==> src/rtl/sram_port_arbiter.sv <==
`default_nettype none
// ============================================================================
//  Module   : sram_port_arbiter
//  Purpose  : Controller for a single-port, 1-cycle-read, lane-masked SRAM
//             macro. Zero-fills the array after reset, then shares the macro
//             between two valid/ready requesters with a round-robin arbiter.
//             Each requester owns a one-entry read-response buffer, so read
//             data is captured the cycle after the access and is never lost
//             to the macro's post-read garbage cycles.
//  Ports    : clock, reset      - clock and asynchronous active-high reset
//             init_done         - high once the zero-fill has finished
//             reqN_*            - request channel N (valid/ready, write, addr,
//                                 lane mask, write data)
//             respN_*           - read-response channel N (valid/ready, data)
//             sram_*            - RW0-style macro interface
//  Revision : 1.0  initial release
// ============================================================================
module sram_port_arbiter #(
  parameter int ADDR_W         = 12,
  parameter int DATA_W         = 64,
  parameter int MASK_W         = 4,
  parameter bit CLEAR_ON_RESET = 1'b1
) (
  input  logic              clock,
  input  logic              reset,
  output logic              init_done,
  // requester 0
  input  logic              req0_valid,
  output logic              req0_ready,
  input  logic              req0_write,
  input  logic [ADDR_W-1:0] req0_addr,
  input  logic [MASK_W-1:0] req0_mask,
  input  logic [DATA_W-1:0] req0_wdata,
  // requester 1
  input  logic              req1_valid,
  output logic              req1_ready,
  input  logic              req1_write,
  input  logic [ADDR_W-1:0] req1_addr,
  input  logic [MASK_W-1:0] req1_mask,
  input  logic [DATA_W-1:0] req1_wdata,
  // read responses
  output logic              resp0_valid,
  input  logic              resp0_ready,
  output logic [DATA_W-1:0] resp0_rdata,
  output logic              resp1_valid,
  input  logic              resp1_ready,
  output logic [DATA_W-1:0] resp1_rdata,
  // SRAM macro
  output logic              sram_en,
  output logic              sram_wmode,
  output logic [ADDR_W-1:0] sram_addr,
  output logic [MASK_W-1:0] sram_wmask,
  output logic [DATA_W-1:0] sram_wdata,
  input  logic [DATA_W-1:0] sram_rdata
);

  typedef enum logic [0:0] {
    ST_INIT = 1'b0,
    ST_RUN  = 1'b1
  } state_t;

  state_t            r_state;
  state_t            w_state_nxt;
  logic [ADDR_W-1:0] r_fill;
  logic              r_last_req1;   // 1 = requester 1 won the most recent grant
  logic [1:0]        r_rd_infl;     // read issued to the macro last cycle
  logic [1:0]        r_resp_valid;
  logic [DATA_W-1:0] r_resp_rdata0;
  logic [DATA_W-1:0] r_resp_rdata1;

  logic [1:0]        w_valid;
  logic [1:0]        w_write;
  logic [1:0]        w_resp_rdy;
  logic [1:0]        w_rd_ok;
  logic [1:0]        w_elig;
  logic [1:0]        w_gnt;

  assign w_valid    = {req1_valid,  req0_valid};
  assign w_write    = {req1_write,  req0_write};
  assign w_resp_rdy = {resp1_ready, resp0_ready};

  // A read may only go out when its response slot will be free by the time
  // the data is captured: nothing in flight and the buffer empty or popping.
  assign w_rd_ok = ~r_rd_infl & (~r_resp_valid | w_resp_rdy);
  assign w_elig  = w_valid & (w_write | w_rd_ok);

  always_comb begin
    w_state_nxt = r_state;
    w_gnt       = 2'b00;
    sram_en     = 1'b0;
    sram_wmode  = 1'b0;
    sram_addr   = '0;
    sram_wmask  = '0;
    sram_wdata  = '0;

    case (r_state)
      ST_INIT: begin
        // Macro outputs are gated by the reset input so nothing is written
        // while reset is held.
        if (!reset) begin
          sram_en    = 1'b1;
          sram_wmode = 1'b1;
          sram_wmask = '1;
          sram_addr  = r_fill;
        end
        if (r_fill == {ADDR_W{1'b1}}) begin
          w_state_nxt = ST_RUN;
        end
      end
      ST_RUN: begin
        if (!reset) begin
          if (&w_elig) begin
            w_gnt = r_last_req1 ? 2'b01 : 2'b10;
          end else begin
            w_gnt = w_elig;
          end
        end
        if (w_gnt[0]) begin
          // A write with no lanes enabled is accepted but never reaches the macro.
          sram_en    = req0_write ? (|req0_mask) : 1'b1;
          sram_wmode = req0_write;
          sram_addr  = req0_addr;
          sram_wmask = req0_write ? req0_mask  : '0;
          sram_wdata = req0_write ? req0_wdata : '0;
        end else if (w_gnt[1]) begin
          sram_en    = req1_write ? (|req1_mask) : 1'b1;
          sram_wmode = req1_write;
          sram_addr  = req1_addr;
          sram_wmask = req1_write ? req1_mask  : '0;
          sram_wdata = req1_write ? req1_wdata : '0;
        end
      end
      default: begin
        w_state_nxt = ST_INIT;
      end
    endcase
  end

  always_ff @(posedge clock or posedge reset) begin
    if (reset) begin
      if (CLEAR_ON_RESET) begin
        r_state <= ST_INIT;
      end else begin
        r_state <= ST_RUN;
      end
    end else begin
      r_state <= w_state_nxt;
    end
  end

  always_ff @(posedge clock or posedge reset) begin
    if (reset) begin
      r_fill        <= '0;
      r_last_req1   <= 1'b1;
      r_rd_infl     <= 2'b00;
      r_resp_valid  <= 2'b00;
      r_resp_rdata0 <= '0;
      r_resp_rdata1 <= '0;
    end else begin
      if (r_state == ST_INIT) begin
        r_fill <= r_fill + 1'b1;
      end
      if (|w_gnt) begin
        r_last_req1 <= w_gnt[1];
      end
      r_rd_infl <= w_gnt & ~w_write;

      // Macro read data is only valid in the cycle after the access.
      if (r_rd_infl[0]) begin
        r_resp_valid[0] <= 1'b1;
        r_resp_rdata0   <= sram_rdata;
      end else if (r_resp_valid[0] && resp0_ready) begin
        r_resp_valid[0] <= 1'b0;
      end
      if (r_rd_infl[1]) begin
        r_resp_valid[1] <= 1'b1;
        r_resp_rdata1   <= sram_rdata;
      end else if (r_resp_valid[1] && resp1_ready) begin
        r_resp_valid[1] <= 1'b0;
      end
    end
  end

  assign init_done   = (r_state == ST_RUN);
  assign req0_ready  = w_gnt[0];
  assign req1_ready  = w_gnt[1];
  assign resp0_valid = r_resp_valid[0];
  assign resp1_valid = r_resp_valid[1];
  assign resp0_rdata = r_resp_rdata0;
  assign resp1_rdata = r_resp_rdata1;

endmodule
`default_nettype wire

==> config.mk <==
export PLATFORM = sky130hd
export DESIGN_NAME = sram_port_arbiter
export DESIGN_NICKNAME = d
export VERILOG_FILES = /design/src/rtl/sram_port_arbiter.sv
export SDC_FILE = /design/constraint.sdc
export NUM_CORES = 1
export LEC_CHECK = 0
export BUFFER_PORTS_ARGS = -buffer_cell sky130_fd_sc_hd__clkbuf_2
export CAP_MARGIN = 20
export CORE_AREA = 2 2 173 175
export DETAILED_ROUTE_END_ITERATION = 12
export DIE_AREA = 0 0 175 177
export PLACE_DENSITY_LB_ADDON = 0.08
export RECOVER_POWER = 100
export SLEW_MARGIN = 10
export SYNTH_ARGS = -nofsm -noshare
export SYNTH_HDL_FRONTEND = slang
export SYNTH_SLANG_ARGS = --single-unit
==> constraint.sdc <==
create_clock -name clock -period 4.6 [get_ports clock]
set_clock_uncertainty 0.05 [all_clocks]
set_input_delay 0.46 -clock clock [delete_from_list [all_inputs] [get_ports clock]]
set_output_delay 0.46 -clock clock [all_outputs]
set_load 0.03 [all_outputs]
# --- Word-level counts from Yosys, hierarchy flattened ---
# Cells that the tools add are included.
word_totals:
  elab_cells: 62
  input_bits: 232
  regBits: 146
  out_inout_bits: 215
op_classes:
  n_eq_ne: 1
  mux: 35
  n_bitwise: 9
  n_addsub: 1
  n_reduce_logical: 8
ops:
  columns: ["operator", "count"]
  rows:
  - ["64-bit two-way mux", 5]
  - ["12-bit two-way mux", 3]
  - ["12-bit one-hot mux with 2 select lines", 1]
  - ["4-bit two-way mux", 5]
  - ["1-bit two-way mux", 13]
  - ["12-bit by 1-bit adder with 12-bit output (second input constant)", 1]
  - ["12-bit equality test (second input constant)", 1]
  - ["2-bit two-way mux", 5]
  - ["4-bit one-hot mux with 2 select lines", 1]
  - ["4-bit OR reduction", 2]
  - ["2-bit bitwise AND", 3]
  - ["2-bit NOT", 3]
  - ["2-bit OR", 2]
  - ["1-bit one-hot mux with 2 select lines", 2]
  - ["2-bit nonzero test", 2]
  - ["1-bit logical AND", 2]
  - ["2-bit AND reduction", 1]
  - ["2-bit OR reduction", 1]
  - ["1-bit NOT", 1]

# --- Logic depth before layout (Yosys ltp) ---
# Gate-level depths: netlist of the first run.
logic_depth:
  depth_word: 12
  ltp_mapped: 8
  mapped_depth_nobuf: 5

# --- Least setup slack after synthesis of the first run ---
# Ideal clock, no wire load.
synth_timing:
  kind: "input -> output"
  from: "input reset"
  to: "output sram_wdata[48]"
  path_stages: 8
  path_buffers: 3
  arrival_ns: 3.517
  slack_ns: 0.573
  cell_sequence: "inv_2 -> and3_1 -> o21a_1 -> clkbuf_2 -> buf_4 -> buf_6 -> a22oi_1 -> nor2b_1"
synth_between:
  elab_chain_cells: 5
synth_rtl:
  columns: ["element", "line_no", "text"]
  rows:
  - ["start, declared", "25", "input logic reset,"]
  - ["2-bit two-way mux (*)", "111", "if (!reset) begin"]
  - ["2-bit two-way mux (*)", "96", "case (r_state)"]
  - ["64-bit two-way mux", "125", "end else if (w_gnt[1]) begin"]
  - ["64-bit two-way mux (*)", "118", "if (w_gnt[0]) begin"]
  - ["64-bit two-way mux (*)", "96", null]
  - ["end, declared", "53", "output logic [DATA_W-1:0] sram_wdata,"]
# Every way passes the cells marked *; elsewhere a longest branch is shown, timed or not. The select of a mux whose other input is x is not followed.

# --- Worst setup path after layout of the first run ---
layout_timing:
  from: "input reset"
  to: "output sram_wdata[1]"
# Same word-level chain as after synthesis.

==> parameters.txt, run 1 <==
Parameter                              Value

Status
  Run status    finished, violations left
  Violations in the final reports    capacitance limit, slew limit

Synth
  Fraction of synthesized area in multiplexers    21.2%
  Most instantiated flip-flop cell in the synthesis netlist    sky130_fd_sc_hd__dfrtp_1
  Synth Area in Compound Gates    11.8%
  Fraction of synthesis flops using an asynchronous set or reset pin    100%
  Post-synthesis adder-cell area fraction    0.183%
  Post-synth EDFFs    0
  Synthesized netlist net count    777
  Number of different library cells in the post-synthesis netlist    34
  Sequential element share of the synthesized area    53.3%
  Area share of xor/xnor cells in the synthesized design    1.41%
  Main combinational cell family by area after synthesis    multiplexers
  YS warnings    0
  Netlist area before placement    0.00686 mm2
  Post-Synthesis Cells    544
  Synthesis-stage register bit count    146
  Area fraction in and, or, nand and nor cells after synthesis    8.69%
  Mean area per synthesized cell    12.6 um2

Power and ir drop
  Worst IR drop on VDD    0.000218 V
  Total power    2.89 mW
  Standby leakage power    4.69 nW
  Power dissipated by switching net loads    727 uW
  Clock power frac    48.8%
  Total power per unit cell area    295 mW/mm2
  Cell-internal power    2.16 mW
  Combinational power share    6.7%
  Switching power as a share of total power    25.2%
  Part of the total power dissipated in sequential elements    44.5%

Timing
  RSZ-0062 raised after global routing    false
  Worst Slack Setup Final    562 ps
  Post-layout minimum cycle time    4040 ps
  Actual transition at the worst max-transition pin    1920 ps
  Final Hold Fails    0
  Total negative slack for setup checks    0 ps
  Max-slew headroom    -27.8%
  Peak clock frequency supported by timing    248 MHz
  Count of endpoints failing setup in the final report    0
  Final period utilization    87.8%
  Count of final max-slew check failures    268

Die
  Number of I/O pins    447
  Overall die width    175 um
  Std cell rows    63
  Initial core utilization    23.4%
  Die outline area    0.0310 mm2
  Floorplan Core Area    0.0292 mm2
  Chip height    177 um

Layout
  Signed area change from the synthesized netlist to the final layout    42.6%
  Count of placed standard cells in the final layout, fillers left out    1379
  Fill count    3157
  Commonest non-fill, non-tap cells in the layout    sky130_fd_sc_hd__clkbuf_2 (238), sky130_fd_sc_hd__clkbuf_1 (213), sky130_fd_sc_hd__dfrtp_1 (143)
  Fraction of layout instances using a drive strength above 1    41.6%
  Number of diodes    0
  Layout Utilization    33.4%
  Most common cell after layout, fill and taps aside    sky130_fd_sc_hd__clkbuf_2
  Number of nets at the end of the flow    1209

Clock tree
  Total CTS buffers    17
  CTS tree    built
  Root Driver    sky130_fd_sc_hd__clkbuf_16
  Post-cts hold buffer count    1
  Post_cts resized    0
  Clock transition at the register clock pins on the worst setup and hold paths after CTS    60 ps
  Number of H-tree branching levels    4
  Maximum number of buffers from clock root to sink    2
  Clk sinks    146
  Latest clock arrival within the worst-skew pair    420 ps
  Post CTS Setup Buffer Count    0

Global routing
  Total routing usage reported by global routing    16.1%
  Initial antenna violation count    0
  Maximum number of pins on one net before global-route repair    74
  Total congestion overflow    0
  Via count of the first global-routing pass    6166
  Global-route wire length before repair    37.5 mm

Drt
  TritonRoute pass-1 iters    4
  DRT antenna net count    0
  Vias per cell    4.44
  Per-cell routed wire length    18.8 um
  Number of remaining DRC errors    0
  DRT iter0 DRCs    237
  Total wire length    26.0 mm
  Via count of the routed design    6129

Run
  Reported max-cap violation count    4

Worst hold path
  Number of stages on the worst hold path    2
  Type of the tightest min-delay check    in2reg
  Worst hold start    req1_write
  Destination of the worst hold path    r_rd_infl[1]$_DFF_PP0_

Critical path
  Arrival time at the worst endpoint    3530 ps
  Setup CP Type    in2out
  Register-to-register setup slack    2080 ps
  Highest net fanout along the worst path    32
  Kind of end point of the critical path    output pin
  Kind of start point of the critical path    input pin
  Data required time of the worst path    4090 ps
  Count of cells along the worst register-to-register path    4
  Crit Reg-Reg Endpoint    r_last_req1$_DFFE_PP1P_
  Launch point of the worst reg-to-reg path    init_done$_DFF_PP0_

Place
  Setup Slack @ Placement    1400 ps
  Number of port buffers    446
  Placed Cells incl. Taps    1346
  Half-perimeter wire length after detailed placement    20.0 mm
  Routability congestion estimate    0.779
-- cell type report --
type / count / area, um2 / share of cell area (%)
Inverter: 6 / 27.5 / 0.282
Clock inverter: 14 / 161 / 1.65
Multi-Input combinational cell: 350 / 2980 / 30.5
Tap cell: 390 / 488 / 4.99
Timing Repair Buffer: 455 / 2020 / 20.7
Sequential cell: 146 / 3660 / 37.4
Clock buffer: 18 / 439 / 4.49
-- power groups by stage --
stage                     Clock [mW]  Combinational (mW)  Sequential (mW)
after floorplan                    0              0.0652             1.31
after global placement             0               0.201             1.31
after detailed placement           0               0.200             1.31
after CTS                       1.46               0.201             1.28
after global routing            1.52               0.217             1.28
final                           1.41               0.194             1.28
-- synthesized netlist by cell type (2+ instances only) --
library cell               instances  area share [%]
sky130_fd_sc_hd__a211oi_2          2            0.36
sky130_fd_sc_hd__a21o_1           12             1.3
sky130_fd_sc_hd__a21oi_1           6            0.44
sky130_fd_sc_hd__a221o_1           2            0.29
sky130_fd_sc_hd__a22o_1           10             1.3
sky130_fd_sc_hd__a22oi_1          68             7.4
sky130_fd_sc_hd__a41o_1            2            0.29
sky130_fd_sc_hd__and3_1            3            0.27
sky130_fd_sc_hd__buf_1             3            0.16
sky130_fd_sc_hd__buf_2            25             1.8
sky130_fd_sc_hd__buf_4             3            0.33
sky130_fd_sc_hd__clkbuf_1          9            0.49
sky130_fd_sc_hd__dfrtp_1         145              53
sky130_fd_sc_hd__inv_1             5            0.27
sky130_fd_sc_hd__mux2_2          129              21
sky130_fd_sc_hd__nand2_1           8            0.44
sky130_fd_sc_hd__nand2b_1          2            0.18
sky130_fd_sc_hd__nand3_1           5            0.36
sky130_fd_sc_hd__nand4_1           2            0.18
sky130_fd_sc_hd__nor2_1            9            0.49
sky130_fd_sc_hd__nor2b_1          67             6.1
sky130_fd_sc_hd__nor3_1            5            0.36
sky130_fd_sc_hd__nor4_1            2            0.18
sky130_fd_sc_hd__xnor2_1          10             1.3
-- logic make-up after synthesis --
logic type,after synthesis
flip-flops,146
multiplexers,129
AND/OR/NAND/NOR,104
buffers and inverters,48
XOR/XNOR,11
AO/OA/AOI/OAI,105
adder cells (fa/ha/maj),1
-- per-layer routing --
metal | GRT usage, % | vias up | share of wire, %
met3 | 4.98 | 27 | 7.7
met5 | 0 | - | 0
li1 | - | 2829 | -
met2 | 29.8 | 275 | 53
met1 | 17.4 | 2998 | 37
met4 | 5.31 | 0 | 2.2
-- flip-flops by register name, summed over array words and instances, names as in the netlist --
signal and cells:
r_last_req1 1, resp1_rdata 64, r_fill 12, r_resp_valid 2
resp0_rdata 64, r_rd_infl 2, init_done 1
-- worst max path at each step --
stage               start             end  cells past startpoint
floorplan           reset  sram_wdata[48]                      8
detailed placement  reset  sram_wdata[62]                      8
global placement    reset  sram_wdata[60]                      8
CTS                 reset  sram_wdata[62]                      9
finish              reset   sram_wdata[1]                      9
global route        reset  sram_wdata[17]                      9
-- critical path, cell delays in order --
cell and delay (ps):
sky130_fd_sc_hd__dlygate4sd3_1 540, sky130_fd_sc_hd__clkbuf_1 240, sky130_fd_sc_hd__inv_6 220, sky130_fd_sc_hd__and3_1 170, sky130_fd_sc_hd__o21a_2 550, sky130_fd_sc_hd__clkbuf_1 660
sky130_fd_sc_hd__a22oi_1 150, sky130_fd_sc_hd__nor2b_1 150, sky130_fd_sc_hd__clkbuf_1 370
-- stage by stage --
step,hold slack (ps),area (um2)
final,190,9770
after global routing,189,9770
after CTS,165,10100
after detailed placement,444,9440
after global placement,439,9440
after floorplan,409,6860
No activity file was read; power rests on OpenSTA's default activity.
==> run 2: changes to the inputs <==
--- a/config.mk
+++ b/config.mk
@@ -10,8 +10,10 @@
 export CORE_AREA = 2 2 173 175
 export DETAILED_ROUTE_END_ITERATION = 12
 export DIE_AREA = 0 0 175 177
+export GPL_TIMING_DRIVEN = 0
 export PLACE_DENSITY_LB_ADDON = 0.08
 export RECOVER_POWER = 100
+export SKIP_CTS_REPAIR_TIMING = 1
 export SLEW_MARGIN = 10
 export SYNTH_ARGS = -nofsm -noshare
 export SYNTH_HDL_FRONTEND = slang
==> parameters.txt, run 2 (synthesis gave the netlist of run 1 again) <==
Parameter                              Value

Power and ir drop
  Worst IR drop on VDD    0.000225 V (+3.2%)
  Total power per unit cell area    287 mW/mm2 (-3.0%)
  Standby leakage power    4.78 nW (+1.8%)
  Total power    2.83 mW (-2.1%)

Critical path
  Launch point of the worst reg-to-reg path    r_resp_valid[1]$_DFFE_PP0P_
  Sequence of cells on the critical path    nor2b_1 > o21bai_2 > a211oi_1 > clkbuf_1 > a22oi_1 > nor2b_1 > clkbuf_1
  Count of cells along the worst register-to-register path    6 (+2)
  Kind of start point of the critical path    register
  Kind of end point of the critical path    output pin
  CP peak stage delay    1040 ps (+380 ps)
  Data required time of the worst path    4090 ps (about the same)
  Arrival time at the worst endpoint    3290 ps (-240 ps)
  Highest net fanout along the worst path    10 (-69%)
  Crit Reg-Reg Endpoint    r_last_req1$_DFFE_PP1P_
  Register-to-register setup slack    2250 ps (+170 ps)
  Slowest stage cell, crit path    sky130_fd_sc_hd__a211oi_1
  Setup CP Type    reg2out

Layout
  Commonest non-fill, non-tap cells in the layout    sky130_fd_sc_hd__clkbuf_2 (248), sky130_fd_sc_hd__clkbuf_1 (231), sky130_fd_sc_hd__dfrtp_1 (145)
  Signed area change from the synthesized netlist to the final layout    43.9%
  Number of nets at the end of the flow    1243 (+2.8%)
  Fraction of layout instances using a drive strength above 1    41.3% (-0.21 points)
  Most common cell after layout, fill and taps aside    sky130_fd_sc_hd__clkbuf_2

Drt
  Per-cell routed wire length    18.9 um (+0.34%)
  Total wire length    26.7 mm (+2.9%)
  TritonRoute pass-1 iters    4 (unchanged)
  Number of remaining DRC errors    0 (unchanged)
  Via count of the routed design    6268 (+2.3%)
  Vias per cell    4.43 (-0.26%)
  DRT antenna net count    0 (unchanged)
  DRT iter0 DRCs    284 (+20%)

Global routing
  Initial antenna violation count    1 (+1)
  Total routing usage reported by global routing    16.9% (+0.82 points)
  Global-route wire length before repair    39.6 mm (+5.4%)
  Via count of the first global-routing pass    6453 (+4.7%)
  Total congestion overflow    0 (unchanged)
  Maximum number of pins on one net before global-route repair    102 (+38%)

Run
  Reported max-cap violation count    1 (-3)

Place
  Number of port buffers    446 (unchanged)
  Half-perimeter wire length after detailed placement    21.5 mm (+7.6%)
  Setup Slack @ Placement    1550 ps (+148 ps)
  Routability congestion estimate    0.816 (+4.6%)

Timing
  Count of final max-slew check failures    102 (-62%)
  Actual transition at the worst max-transition pin    2550 ps (+634 ps)
  Worst Slack Setup Final    798 ps (+236 ps)
  Final period utilization    82.7% (-5.1 points)
  Count of endpoints failing setup in the final report    0 (unchanged)
  Max-slew headroom    -70.1% (-42 points)
  Peak clock frequency supported by timing    263 MHz (+6.2%)
  Final Hold Fails    0 (unchanged)
  Post-layout minimum cycle time    3800 ps (-236 ps)
  RSZ-0062 raised after global routing    false

Die
  Chip height    177 um (unchanged)
  Floorplan Core Area    0.0292 mm2 (unchanged)
  Number of I/O pins    447 (unchanged)
  Std cell rows    63 (unchanged)
  Overall die width    175 um (unchanged)
  Initial core utilization    23.4% (unchanged)
  Die outline area    0.0310 mm2 (unchanged)

Clock tree
  Clk sinks    146 (unchanged)
  CTS tree    built
  Root Driver    sky130_fd_sc_hd__clkbuf_16
  Total CTS buffers    17 (unchanged)
  Number of H-tree branching levels    4 (unchanged)
  Clock transition at the register clock pins on the worst setup and hold paths after CTS    70 ps (about the same)
  Latest clock arrival within the worst-skew pair    420 ps (about the same)
  Maximum number of buffers from clock root to sink    2 (unchanged)

Worst hold path
  Type of the tightest min-delay check    in2async

Status
  Violations in the final reports    capacitance limit, slew limit
  Run status    finished, violations left
[run 2: cell count changes in the layout (fill, tap and decap cells not counted), sizes merged]
| cell | change |
|---|---|
| clkinvlp | +1 |
| dlygate4sd3 | -1 |
| diode | +1 |
| clkbuf | +27 |
| buf | +7 |
| inv | +1 |
| bufinv | -1 |
[run 2: worst max-delay path, delay by kind of cell, from the launching register on]
kind	cells	cell delay, ps
buffers and inverters	2	830
DFF	1	340
and+or+nand+nor	2	360
AOI/OAI and AO/OA	3	1340
[run 2: final cells by class]
| class | count | area (um2) |
|---|---|---|
| fill | 3166 | 19400 |
| sequential | 146 | 3650 |
| multi-input combinational | 350 | 2960 |
| timing repair buffer | 447 | 1990 |
| tap | 390 | 488 |
| clock buffer | 17 | 425 |
| buffer | 42 | 180 |
| clock inverter | 15 | 139 |
| inverter | 6 | 30.0 |
| antenna | 1 | 2.50 |
[run 2: report_power, final]
group | switching [mW] | leakage [nW] | internal (mW)
sequential | 0.0000000000000000191 | 2.02 | 1.28
clock | 0.632 | 0.270 | 0.716
combinational | 0.104 | 2.48 | 0.0911
[run 2: how the worst max path moves through the flow]
stage / end / slack, ps / cells after the start / startpoint
after floorplan: sram_wdata[48] / 570 / 8 / reset
after global placement: sram_addr[9] / -950 / 8 / reset
after detailed placement: sram_addr[9] / 1550 / 8 / reset
after CTS: sram_wmask[3] / 1300 / 7 / r_resp_valid[1]$_DFFE_PP0P_
after global routing: sram_wdata[15] / 600 / 7 / r_resp_valid[1]$_DFFE_PP0P_
final: sram_wdata[48] / 800 / 7 / r_resp_valid[1]$_DFFE_PP0P_
[run 2: routing by layer]
layer  part of all wire, %  GRT usage [%]  vias to the layer above
met5                     0              0                        -
met4                   1.8           5.17                        0
met3                   6.4           4.47                       24
met2                    54           31.6                      271
met1                    37           18.7                     3070
li1                      -              -                     2903
[run 2: metrics by stage]
step | instance area (um2) | cells | utilization, % | hold slack [ps] | TNS, ps
after floorplan | 6860 | 544 | - | 409 | 0
after global placement | 9580 | 1380 | 32.7 | 440 | -61590
after detailed placement | 9610 | 1381 | 32.9 | 444 | 0
after CTS | 10200 | 1413 | 34.8 | 102 | 0
after global routing | 9870 | 1414 | 33.7 | 186 | 0
final | 9870 | 1414 | 33.7 | 162 | 0
